### src/rtl/karatsuba_pkg.sv
// Shared types and helpers for the sequential single-split Karatsuba multiplier.
package karatsuba_pkg;

  typedef enum logic [2:0] {
    StIdle,
    StPLo,
    StPHi,
    StPMid,
    StCombine,
    StDone
  } kmul_state_t;

  // Low-half width (a0/b0) for an n-bit operand.
  function automatic int unsigned kmul_h(input int unsigned n);
    return (n + 1) / 2;
  endfunction

  // High-half width (a1/b1) for an n-bit operand.
  function automatic int unsigned kmul_l(input int unsigned n);
    return n / 2;
  endfunction

  // Magnitude of a width-bit value; the most-negative input maps to 2^(width-1), which still
  // fits in width unsigned bits.
  function automatic logic [63:0] kmul_abs(input logic [63:0] value, input logic sgn,
                                           input int unsigned width);
    logic [63:0] mask;
    logic [63:0] sh;
    logic        neg;
    mask = (width >= 64) ? '1 : ((64'd1 << width) - 64'd1);
    sh   = value >> (width - 1);
    neg  = sgn & sh[0];
    return neg ? ((~value + 64'd1) & mask) : (value & mask);
  endfunction

endpackage

### src/rtl/ks_half_mul.sv
// Combinational W x W unsigned multiplier shared by the three Karatsuba partial products.
module ks_half_mul #(
  parameter int unsigned W = 9
) (
  input  logic [W-1:0]   a_i,
  input  logic [W-1:0]   b_i,
  output logic [2*W-1:0] p_o
);

  assign p_o = (2*W)'(a_i) * (2*W)'(b_i);

endmodule

### src/rtl/karatsuba_mul_seq.sv
// Handshaked multi-cycle Karatsuba multiplier: one split, three partial products computed in
// turn on a single shared (H+1)-bit multiplier, then a registered combine step.
module karatsuba_mul_seq
  import karatsuba_pkg::*;
#(
  parameter int unsigned N_BITS = 15
) (
  input  logic                  clk,
  input  logic                  rst,
  input  logic                  in_valid,
  output logic                  in_ready,
  input  logic [N_BITS-1:0]     a,
  input  logic [N_BITS-1:0]     b,
  input  logic                  sgn,
  output logic                  out_valid,
  input  logic                  out_ready,
  output logic [2*N_BITS-1:0]   c
);

  localparam int unsigned H  = kmul_h(N_BITS);
  localparam int unsigned L  = kmul_l(N_BITS);
  localparam int unsigned W  = H + 1;
  localparam int unsigned CW = 2 * N_BITS;

  if (N_BITS < 2 || N_BITS > 64) begin : gen_bad_width
    $error("karatsuba_mul_seq: N_BITS must be in 2..64");
  end

  kmul_state_t       state_q, state_d;
  logic [N_BITS-1:0] ma_q, ma_d;
  logic [N_BITS-1:0] mb_q, mb_d;
  logic              neg_q, neg_d;
  logic [2*H-1:0]    p0_q, p0_d;
  logic [2*L-1:0]    p2_q, p2_d;
  logic [2*W-1:0]    pm_q, pm_d;
  logic [CW-1:0]     c_q, c_d;

  logic [H-1:0]      a0, b0;
  logic [L-1:0]      a1, b1;
  logic [W-1:0]      sa, sb;
  logic [W-1:0]      mul_x, mul_y;
  logic [2*W-1:0]    mul_p;
  logic [2*W-1:0]    mid;
  logic [CW-1:0]     r;

  assign a0 = ma_q[H-1:0];
  assign b0 = mb_q[H-1:0];
  assign a1 = ma_q[N_BITS-1:H];
  assign b1 = mb_q[N_BITS-1:H];
  assign sa = W'(a0) + W'(a1);
  assign sb = W'(b0) + W'(b1);

  // Operand select for the shared multiplier follows the partial-product phase.
  always_comb begin
    mul_x = '0;
    mul_y = '0;
    case (state_q)
      StPLo: begin
        mul_x = W'(a0);
        mul_y = W'(b0);
      end
      StPHi: begin
        mul_x = W'(a1);
        mul_y = W'(b1);
      end
      StPMid: begin
        mul_x = sa;
        mul_y = sb;
      end
      default: ;
    endcase
  end

  ks_half_mul #(
    .W (W)
  ) u_half_mul (
    .a_i (mul_x),
    .b_i (mul_y),
    .p_o (mul_p)
  );

  // (a0+a1)(b0+b1) - a0b0 - a1b1 = a0b1 + a1b0, never negative.
  assign mid = pm_q - (2*W)'(p0_q) - (2*W)'(p2_q);
  assign r   = (CW'(p2_q) << (2*H)) + (CW'(mid) << H) + CW'(p0_q);

  always_comb begin
    state_d = state_q;
    ma_d    = ma_q;
    mb_d    = mb_q;
    neg_d   = neg_q;
    p0_d    = p0_q;
    p2_d    = p2_q;
    pm_d    = pm_q;
    c_d     = c_q;
    case (state_q)
      StIdle: begin
        if (in_valid) begin
          ma_d    = N_BITS'(kmul_abs(64'(a), sgn, N_BITS));
          mb_d    = N_BITS'(kmul_abs(64'(b), sgn, N_BITS));
          neg_d   = sgn & (a[N_BITS-1] ^ b[N_BITS-1]);
          state_d = StPLo;
        end
      end
      StPLo: begin
        p0_d    = mul_p[2*H-1:0];
        state_d = StPHi;
      end
      StPHi: begin
        p2_d    = mul_p[2*L-1:0];
        state_d = StPMid;
      end
      StPMid: begin
        pm_d    = mul_p;
        state_d = StCombine;
      end
      StCombine: begin
        c_d     = neg_q ? (CW'(0) - r) : r;
        state_d = StDone;
      end
      StDone: begin
        if (out_ready) state_d = StIdle;
      end
      default: state_d = StIdle;
    endcase
  end

  always_ff @(posedge clk) begin
    if (rst) begin
      state_q <= StIdle;
      ma_q    <= '0;
      mb_q    <= '0;
      neg_q   <= 1'b0;
      p0_q    <= '0;
      p2_q    <= '0;
      pm_q    <= '0;
      c_q     <= '0;
    end else begin
      state_q <= state_d;
      ma_q    <= ma_d;
      mb_q    <= mb_d;
      neg_q   <= neg_d;
      p0_q    <= p0_d;
      p2_q    <= p2_d;
      pm_q    <= pm_d;
      c_q     <= c_d;
    end
  end

  assign in_ready  = (state_q == StIdle);
  assign out_valid = (state_q == StDone);
  assign c         = c_q;

endmodule

### config.mk
export PLATFORM = sky130hd
export DESIGN_NAME = karatsuba_mul_seq
export DESIGN_NICKNAME = d
export VERILOG_FILES = /design/src/rtl/karatsuba_pkg.sv /design/src/rtl/ks_half_mul.sv /design/src/rtl/karatsuba_mul_seq.sv
export SDC_FILE = /design/constraint.sdc
export NUM_CORES = 1
export LEC_CHECK = 0
export CAP_MARGIN = 20
export CORE_ASPECT_RATIO = 1.1
export CORE_UTILIZATION = 45
export CTS_CLUSTER_SIZE = 12
export DETAILED_ROUTE_END_ITERATION = 8
export PLACE_DENSITY = 0.71
export SETUP_SLACK_MARGIN = 0.1
export SLEW_MARGIN = 20
export SYNTH_ARGS = -nofsm -noshare
export SYNTH_HDL_FRONTEND = slang
export SYNTH_SLANG_ARGS = --single-unit
### constraint.sdc
create_clock -name clk -period 8.35 [get_ports clk]
set_input_delay 0.835 -clock clk [delete_from_list [all_inputs] [get_ports clk]]
set_output_delay 0.835 -clock clk [all_outputs]
set_load 0.01 [all_outputs]
==> results of run 1 <==
==> worst max-delay path by stage <==
stage / from / end / depth (start not counted)
after floorplan: mb_q[8]$_SDFFE_PP0P_ / pm_q[17]$_SDFFE_PP0N_ / 28
after global routing: state_q[1]$_SDFFE_PP0P_ / pm_q[16]$_SDFFE_PP0N_ / 22
final: state_q[1]$_SDFFE_PP0P_ / pm_q[16]$_SDFFE_PP0N_ / 22
after CTS: state_q[2]$_SDFFE_PP0P_ / pm_q[16]$_SDFFE_PP0N_ / 20
after global placement: state_q[2]$_SDFFE_PP0P_ / pm_q[17]$_SDFFE_PP0N_ / 20
after detailed placement: state_q[2]$_SDFFE_PP0P_ / pm_q[17]$_SDFFE_PP0N_ / 19
==> power by group <==
| group | switching (mW) | leakage, nW | internal, mW |
|---|---|---|---|
| clock network | 0.230 | 0.160 | 0.245 |
| logic | 0.527 | 3.87 | 0.348 |
| registers | 0.0357 | 0.909 | 0.562 |
==> area by class of cell <==
cell class / instances / area, um2 / share of cell area (%)
clock buffers: 9 / 225 / 1.87
well taps: 305 / 382 / 3.17
flip-flops and latches: 112 / 2240 / 18.6
repair buffers: 79 / 773 / 6.43
inverters: 134 / 503 / 4.18
multi-input cells: 1062 / 7790 / 64.8
clock inverters: 7 / 108 / 0.895
==> critical path, cell delays in order, from the launching register on <==
cell      delay [ps]
dfxtp_1          840
nor2b_1          570
nor2b_1          200
buf_4            280
a222oi_1         170
buf_4            240
nand2b_1         170
fa_1             550
inv_1             50
fa_1             490
inv_1             50
fa_1             460
fa_1             540
inv_1             40
ha_1             320
o21ai_0          150
a21boi_0         270
o21ai_0          160
a21oi_1          230
a31oi_1          160
o21ai_0          270
nor4b_1           80
a211o_1          290
==> cells by family (layout without fill, tap and decap cells) <==
| family | count (synthesis) | after routing | synth area share [%] |
|---|---|---|---|
| AOI/OAI and AO/OA | 331 | 331 | 20.4 |
| xor gates and xnor gates | 92 | 92 | 7.47 |
| adders and majority gates | 159 | 159 | 23.1 |
| buffers and inverters | 198 | 229 | 6.99 |
| DFF | 112 | 112 | 20.8 |
| muxes | 9 | 9 | 0.882 |
| and+or+nand+nor | 471 | 471 | 20.3 |
==> cell usage after synthesis, types with 9 or more instances <==
cell type,n,area (um2)
a211oi_1,50,375
a21o_1,21,158
a21oi_1,116,581
and2_1,9,56.3
clkbuf_1,53,199
dfxtp_1,112,2240
fa_1,67,1340
ha_1,92,1150
inv_1,134,503
nand2_1,167,627
nand2b_1,22,138
nand3_1,20,100
nand4_1,10,62.6
nor2_1,146,548
nor2b_1,12,75.1
nor3_1,32,160
o211ai_1,11,82.6
o21ai_0,36,180
o21bai_1,10,75.1
o31ai_1,11,82.6
or2_2,9,56.3
or3_1,11,68.8
xnor2_1,61,534
xor2_1,31,272
==> layer usage <==
metal  vias to the layer above  GRT usage [%]  part of all wire [%]
li1                       4773              -                     -
met1                      4546           25.9                    42
met2                       166           42.7                    51
met3                        53           2.19                   2.3
met4                         0           11.3                   4.6
met5                         -              0                     0
==> through the flow <==
stage               total power [mW]  instances  hold WS, ps
floorplan                       1.27       1372          436
global placement                1.46       1690          443
detailed placement              1.47       1690          450
CTS                             1.95       1706          461
global route                    2.07       1708          479
finish                          1.95       1708          458
==> flip-flops by register name, indices dropped and copies added (netlist names) <==
signal and cells:
mb_q 15, pm_q 18, neg_q 1, ma_q 15, p0_q 16, p2_q 14, state_q 3, c 30
==> impl_metrics.toml, run 1 <==
[outcome]
status = "finished clean"

[hold_path]
worstHoldPathType = "reg2reg"
hp-start = "pm_q[14]$_SDFFE_PP0N_"
holdPathStages = 2
hold_end = "pm_q[14]$_SDFFE_PP0N_"

[clocking]
clkTransAtPathRegs_ps = 80
clk_latency_ps = 370
cts_buffer_depth = 2
cts_setup_buffers = 0
cts_num_sinks = 112
root_buffer = "clkbuf_16"
cts_resized = 0
cts-hold-fix-buffers = 0
htreeDepth = 3
cts_made_buffers = 9
cts_tree = "done"

[worst_setup_path]
worstRegToRegCells = 22
crit_path_start_kind = "flop"
ff2ff_setup_slack_ps = 1620
crit_arrival_ps = 6970
r2r-start = "state_q[1]$_SDFFE_PP0P_"
end_kind = "flop"
cp_max_fo = 24
timing.rr.end = "pm_q[16]$_SDFFE_PP0N_"
path_class = "reg2reg"
cp.required_ps = 8590

[die]
die_h_um = 164
dieArea_mm2 = 0.0246
start_util_pct = 45.6
core_mm2 = 0.0236
rows = 59
fp.dieW_um = 150
io_pins = 67

[layout]
final_util_pct = 50.9
fin_area_mm2 = 0.0120
mostFrequentLayoutCell = "nand2_1"
syn_to_final_growth_pct = 11.5
drive_gt1_share_pct = 4.42
final_cell_mix = "nand2_1 (167), nor2_1 (146), inv_1 (134)"
nets = 1592
antenna_cells = 0
nFillCells = 2317

[placed_design]
dp_slack_ps = 1350
placed_cell_area_mm2 = 0.0117
place.gp.congestion = 0.928
dp_hpwl_mm = 21.4
numPortBuffers = 66

[sta]
maxSlewViolCount = 0
fmax_mhz = 149
setup_violations = 0
rsz0062_at_grt = "no"
worst_slack_ps = 1620
layout_worst_path_cycle_share_pct = 80.6
tightest_slew_ps = 922
period_minus_slack_ps = 6730
hold_viol = 0
fin_skew_ps = 19.8
max_slew_margin_pct = 38.1
fin_setup_tns_ps = 0

[synth]
synth_edf_count = 0
avgSynthCellArea_um2 = 7.86
synthFlopType = "dfxtp_1"
synthCells = 1372
synth_seq_cells = 112
netlist_area_mm2 = 0.0108
yosys_warnings = 0
async_flop_share_pct = 0
synth.net_count = 1566
synth_cell_type_count = 72
seq_area_frac_synth_pct = 20.8

[routing]
drt_drc_violations_left = 0
drt-initial-drc-count = 454
viasPerCell = 5.58
ant_nets = 0
dr.pass1.iters = 5
wl_mm = 26.7
wl_per_cell_um = 15.7
via_count = 9538

[global_routing]
overflow = 0
grt_pass1_vias = 9200
grt_max_degree = 84
track_usage_pct = 23.0
grt_pass1_wl_mm = 44.9
antenna_found_initial = 0

[pwr]
power_density_mw_per_mm2 = 162
leakage_nw = 4.94
vdd_drop_max_uv = 87.3

[flow_run]
cap_violations = 0
Note: power is estimated with default switching activity, not from simulation.
==> run 2: changes to the inputs <==
--- a/config.mk
+++ b/config.mk
@@ -10,7 +10,7 @@
 export CORE_UTILIZATION = 45
 export CTS_CLUSTER_SIZE = 12
 export DETAILED_ROUTE_END_ITERATION = 8
-export PLACE_DENSITY = 0.71
+export PLACE_DENSITY = 0.74
 export SETUP_SLACK_MARGIN = 0.1
 export SLEW_MARGIN = 20
 export SYNTH_ARGS = -nofsm -noshare
==> constraint.sdc (replaced) <==
create_clock -name clk -period 5.6 [get_ports clk]
set_input_delay 0.56 -clock clk [delete_from_list [all_inputs] [get_ports clk]]
set_output_delay 0.56 -clock clk [all_outputs]
set_load 0.01 [all_outputs]
==> run 2 against run 1 <==
Against the previous run:
- the run now ends with setup timing left
- cell area up 10%
- global-route usage is 1.5 points higher
- clock power grew 36%
==> impl_metrics.toml, run 2 (synthesized netlist as in run 1, its figures left out) <==
[worst_setup_path]
cpPeakStageDelay_ps = 540
cp_max_fo = 4
crit_family = "adder cells"
end_kind = "flop"
critPathSlowestCell = "fa_1"
crit_top_cell = "fa_1"
crit_arrival_ps = 6150
cp.required_ps = 5880
crit_path_start_kind = "flop"
path_class = "reg2reg"
critPathBufInv = 5

[outcome]
status = "finished, violations left"
violations = "setup timing"

[hold_path]
worstHoldPathType = "reg2reg"

[sta]
rsz0062_at_grt = "yes"
max_slew_margin_pct = 36.8
layout_worst_path_cycle_share_pct = 105
worst_slack_ps = -265
setup_violations = 14
fmax_mhz = 171
tightest_slew_ps = 948
maxSlewViolCount = 0
hold_viol = 0
period_minus_slack_ps = 5870
fin_skew_ps = 18.3

[clocking]
cts-hold-fix-buffers = 0
cts_buffer_depth = 2
cts_num_sinks = 112
root_buffer = "clkbuf_16"
cts_made_buffers = 9
clk_latency_ps = 370
htreeDepth = 3
cts_tree = "done"
clkTransAtPathRegs_ps = 90

[layout]
largest_reg_flops = 30
antenna_cells = 0
final_cell_mix = "nand2_1 (167), nor2_1 (138), inv_1 (122), buf_4 (122), dfxtp_1 (105)"
fin_area_mm2 = 0.0132
syn_to_final_growth_pct = 22.8
drive_gt1_share_pct = 16.8
nFillCells = 2148
mostFrequentLayoutCell = "nand2_1"
nets = 1704

[routing]
wl_per_cell_um = 16.0
drt-initial-drc-count = 485
drt_drc_violations_left = 0
dr.pass1.iters = 5
viasPerCell = 5.59
wl_mm = 29.1
ant_nets = 0
via_count = 10174

[placed_design]
place.gp.congestion = 0.941
numPortBuffers = 66
dp_hpwl_mm = 22.6
placed_cell_area_mm2 = 0.0125
dp_slack_ps = -516

[pwr]
power_density_mw_per_mm2 = 233
vdd_drop_max_uv = 137
leakage_nw = 5.54
finalPower_mw = 3.09

[die]
fp.dieW_um = 150
rows = 59
dieArea_mm2 = 0.0246
start_util_pct = 45.6
core_mm2 = 0.0236
die_h_um = 164
io_pins = 67

[global_routing]
grt_pass1_vias = 10147
overflow = 0
grt_pass1_wl_mm = 48.0
grt_max_degree = 86
antenna_found_initial = 0
track_usage_pct = 24.5

[flow_run]
cap_violations = 0
-- run 2: changes by cell type in the layout (fill, tap and decap cells not counted), sizes merged --
cell and delta:
buf +112, inv +2, clkinv -2, bufinv -1
-- run 2: cell type report --
class                   count  area, um2  share of cell area [%]
multi-input cells        1062       8190                    61.8
flip-flops and latches    112       2250                    17.0
repair buffers            191       1630                    12.3
inverters                 134        503                    3.80
well taps                 305        382                    2.88
clock buffers               9        225                    1.70
clock inverters             6       62.6                   0.472
-- run 2: repair_timing --
item,4_1_cts,5_1_grt
endpoints found under the setup margin,21,31
gates cloned,0,0
pin swaps,35,17
gates resized for setup,45,32
buffers inserted,12,5
-- run 2: metal layers --
metal	track usage [%]	part of all wire, %	vias to the layer above
li1	-	-	4989
met1	26.3	39	4820
met2	45.8	52	273
met3	2.81	3.3	92
met4	14.2	5.4	0
met5	0	0	-
-- run 2: worst paths after layout --
path	start	end	slack, ps	cells after the start
setup / recovery	ma_q[8]$_SDFFE_PP0P_	pm_q[17]$_SDFFE_PP0N_	-270	25
hold / removal	c[17]$_SDFFE_PP0P_	c[17]$_SDFFE_PP0P_	460	2
setup reg to reg	ma_q[8]$_SDFFE_PP0P_	pm_q[17]$_SDFFE_PP0N_	-270	25
hold reg to reg	c[17]$_SDFFE_PP0P_	c[17]$_SDFFE_PP0P_	460	2
-- run 2: worst register-to-register path: cells and delay by family (launching register included) --
family                   cells  cell delay (ps)
adder cells (fa/ha/maj)      7             2740
XOR/XNOR                     2              270
AO/OA/AOI/OAI                6             1210
AND/OR/NAND/NOR              4              530
multiplexers                 1              260
flip-flops                   1              360
buffers and inverters        5              420
-- run 2: report_power, final --
part / switching, mW / total, mW / internal [mW]
clock network: 0.332 / 0.645 / 0.313
registers: 0.0377 / 0.877 / 0.840
logic: 0.877 / 1.57 / 0.689
-- run 2: metrics by stage --
| step | setup TNS [ps] | cells | hold WS [ps] | util, % |
|---|---|---|---|---|
| 2_1_floorplan | -323 | 1372 | 436 | - |
| 3_3_place_gp | -2520 | 1788 | 441 | 53.1 |
| 3_5_place_dp | -4760 | 1788 | 450 | 53.1 |
| 4_1_cts | -850 | 1814 | 462 | 55.4 |
| 5_1_grt | -6020 | 1819 | 481 | 56.1 |
| 6_report | -1820 | 1819 | 459 | 56.1 |
==> run 3: changes to the inputs <==
--- a/config.mk
+++ b/config.mk
@@ -7,10 +7,11 @@
 export LEC_CHECK = 0
 export CAP_MARGIN = 20
 export CORE_ASPECT_RATIO = 1.1
-export CORE_UTILIZATION = 45
+export CORE_UTILIZATION = 55
+export CTS_CLUSTER_DIAMETER = 120
 export CTS_CLUSTER_SIZE = 12
 export DETAILED_ROUTE_END_ITERATION = 8
-export PLACE_DENSITY = 0.74
+export PLACE_DENSITY = 0.86
 export SETUP_SLACK_MARGIN = 0.1
 export SLEW_MARGIN = 20
 export SYNTH_ARGS = -nofsm -noshare
==> run 3 against run 2 <==
Against the previous run:
- the flow still finishes with violations (setup timing)
- clock power grew 3.9%
- cell area hardly changed
- global-route usage rose by 5.9 points
- worst hold slack better by 2.9 ps
- clock skew down 1.5 ps
- via count increased by 3.6%
- setup slack got worse by 260 ps
- register-to-register slack got worse by 260 ps
- core utilization increased by 13 points
==> impl_metrics.toml, run 3 (synthesized netlist as in run 1, its figures left out) <==
[worst_setup_path]
end_kind = "flop"
r2r-start = "ma_q[0]$_SDFFE_PP0P_"
cp.required_ps = 5890
worstRegToRegCells = 28
crit_top_cell = "inv_2"
path_class = "reg2reg"
crit_path_start_kind = "flop"
critPathSlowestCell = "fa_1"
cpPeakStageDelay_ps = 550
timing.rr.end = "pm_q[15]$_SDFFE_PP0N_"
crit_arrival_ps = 6420
ff2ff_setup_slack_ps = -530
cp_max_fo = 2

[die]
die_h_um = 149
start_util_pct = 56.3
dieArea_mm2 = 0.0202
core_mm2 = 0.0192
fp.dieW_um = 136
io_pins = 67
rows = 53

[pwr]
netSwitchingFraction_pct = 41.2
power_density_mw_per_mm2 = 236
leakage_nw = 5.55
vdd_drop_max_uv = 208
p_int_mw = 1.83
combPwrFrac_pct = 50.3
clkPwrFrac_pct = 21.5
finalPower_mw = 3.12
p_sw_mw = 1.29
seq_power_share_pct = 28.2

[hold_path]
hp-start = "c[17]$_SDFFE_PP0P_"
worstHoldPathType = "reg2reg"
holdPathStages = 2
hold_end = "c[17]$_SDFFE_PP0P_"

[layout]
antenna_cells = 0
drive_gt1_share_pct = 17.0
final_util_pct = 69.0
fin_area_mm2 = 0.0132
nets = 1696
final_cell_mix = "nand2_1 (165), nor2_1 (137), inv_1 (120)"
syn_to_final_growth_pct = 22.7
mostFrequentLayoutCell = "nand2_1"
fin_cells = 1754
largest_reg_flops = 30

[outcome]
violations = "setup timing"
status = "finished, violations left"

[routing]
via_count = 10537
drt-initial-drc-count = 741
ant_nets = 0
viasPerCell = 6.01
wl_mm = 31.1
drt_drc_violations_left = 0
wl_per_cell_um = 17.7
dr.pass1.iters = 7

[sta]
hold_viol = 0
period_minus_slack_ps = 6130
max_slew_margin_pct = 30.3
layout_worst_path_cycle_share_pct = 109
fin_skew_ps = 16.8
rsz0062_at_grt = "yes"
fmax_mhz = 163
setup_violations = 18
tightest_slew_ps = 1040
worst_slack_ps = -527
maxSlewViolCount = 0
whs_ps = 462

[placed_design]
numPortBuffers = 66
placedCellCount = 1723
placed_cell_area_mm2 = 0.0124
place.gp.congestion = 0.959
dp_hpwl_mm = 22.4

[global_routing]
track_usage_pct = 30.4
grt_pass1_vias = 10543
grt_pass1_wl_mm = 48.5
grt_max_degree = 84
overflow = 0
antenna_found_initial = 0

[clocking]
cts_tree = "done"
root_buffer = "clkbuf_16"
clk_latency_ps = 370
clkTransAtPathRegs_ps = 90
cts_buffer_depth = 2
cts_made_buffers = 9
htreeDepth = 3
cts_num_sinks = 112

[flow_run]
cap_violations = 0
-- run 3: worst max-delay path by stage --
stage | cells past startpoint | startpoint | endpoint | slack, ps
floorplan | 27 | ma_q[8]$_SDFFE_PP0P_ | pm_q[17]$_SDFFE_PP0N_ | -130
global placement | 27 | ma_q[8]$_SDFFE_PP0P_ | pm_q[17]$_SDFFE_PP0N_ | -190
detailed placement | 27 | ma_q[8]$_SDFFE_PP0P_ | pm_q[17]$_SDFFE_PP0N_ | -380
CTS | 26 | ma_q[8]$_SDFFE_PP0P_ | pm_q[16]$_SDFFE_PP0N_ | -200
global route | 28 | ma_q[0]$_SDFFE_PP0P_ | pm_q[15]$_SDFFE_PP0N_ | -700
finish | 28 | ma_q[0]$_SDFFE_PP0P_ | pm_q[15]$_SDFFE_PP0N_ | -530
-- run 3: repair_timing --
action                                 in CTS  in global routing
hold buffers                                0                  0
cloned                                      0                  0
pin swaps                                  24                 52
resized for setup                          26                 69
setup buffers                               7                  9
setup endpoints to repair                  18                 34
endpoints found under the hold margin       0                  0
-- run 3: final cells by class --
cell class,instances,area (um2)
Clock inverter,7,70.1
Sequential cell,112,2250
Fill cell,1346,5930
Multi-Input combinational cell,1062,8300
Clock buffer,9,225
Tap cell,247,309
Timing Repair Buffer,183,1570
Inverter,134,503
-- run 3: power groups by stage --
stage	clock network, mW	logic [mW]	registers, mW
2_1_floorplan	0	1.01	0.888
3_3_place_gp	0	1.42	0.892
3_5_place_dp	0	1.45	0.895
4_1_cts	0.670	1.47	0.877
5_1_grt	0.698	1.69	0.885
6_report	0.670	1.57	0.881
-- run 3: critical path, delay by kind of cell (launching register included) --
| kind | cells | cell delay [ps] |
|---|---|---|
| compound gates | 9 | 1500 |
| xor+xnor | 1 | 120 |
| fa+ha+maj | 7 | 2820 |
| buf+inv | 7 | 590 |
| flops | 1 | 360 |
| simple gates | 4 | 670 |
-- run 3: metal layers --
layer  global-route usage (%)  part of all wire, %  up-vias
li1                         -                    -     4968
met1                     32.0                   37     4951
met2                     55.6                   51      443
met3                     4.01                  4.7      175
met4                     21.3                  7.7        0
met5                        0                    0        -
-- run 3: stage by stage --
step           setup WS [ps]  TNS [ps]
2_1_floorplan           -130      -323
3_5_place_dp            -382     -2930
3_3_place_gp            -193      -937
5_1_grt                 -699    -10870
6_report                -527     -6440
4_1_cts                 -201     -1710
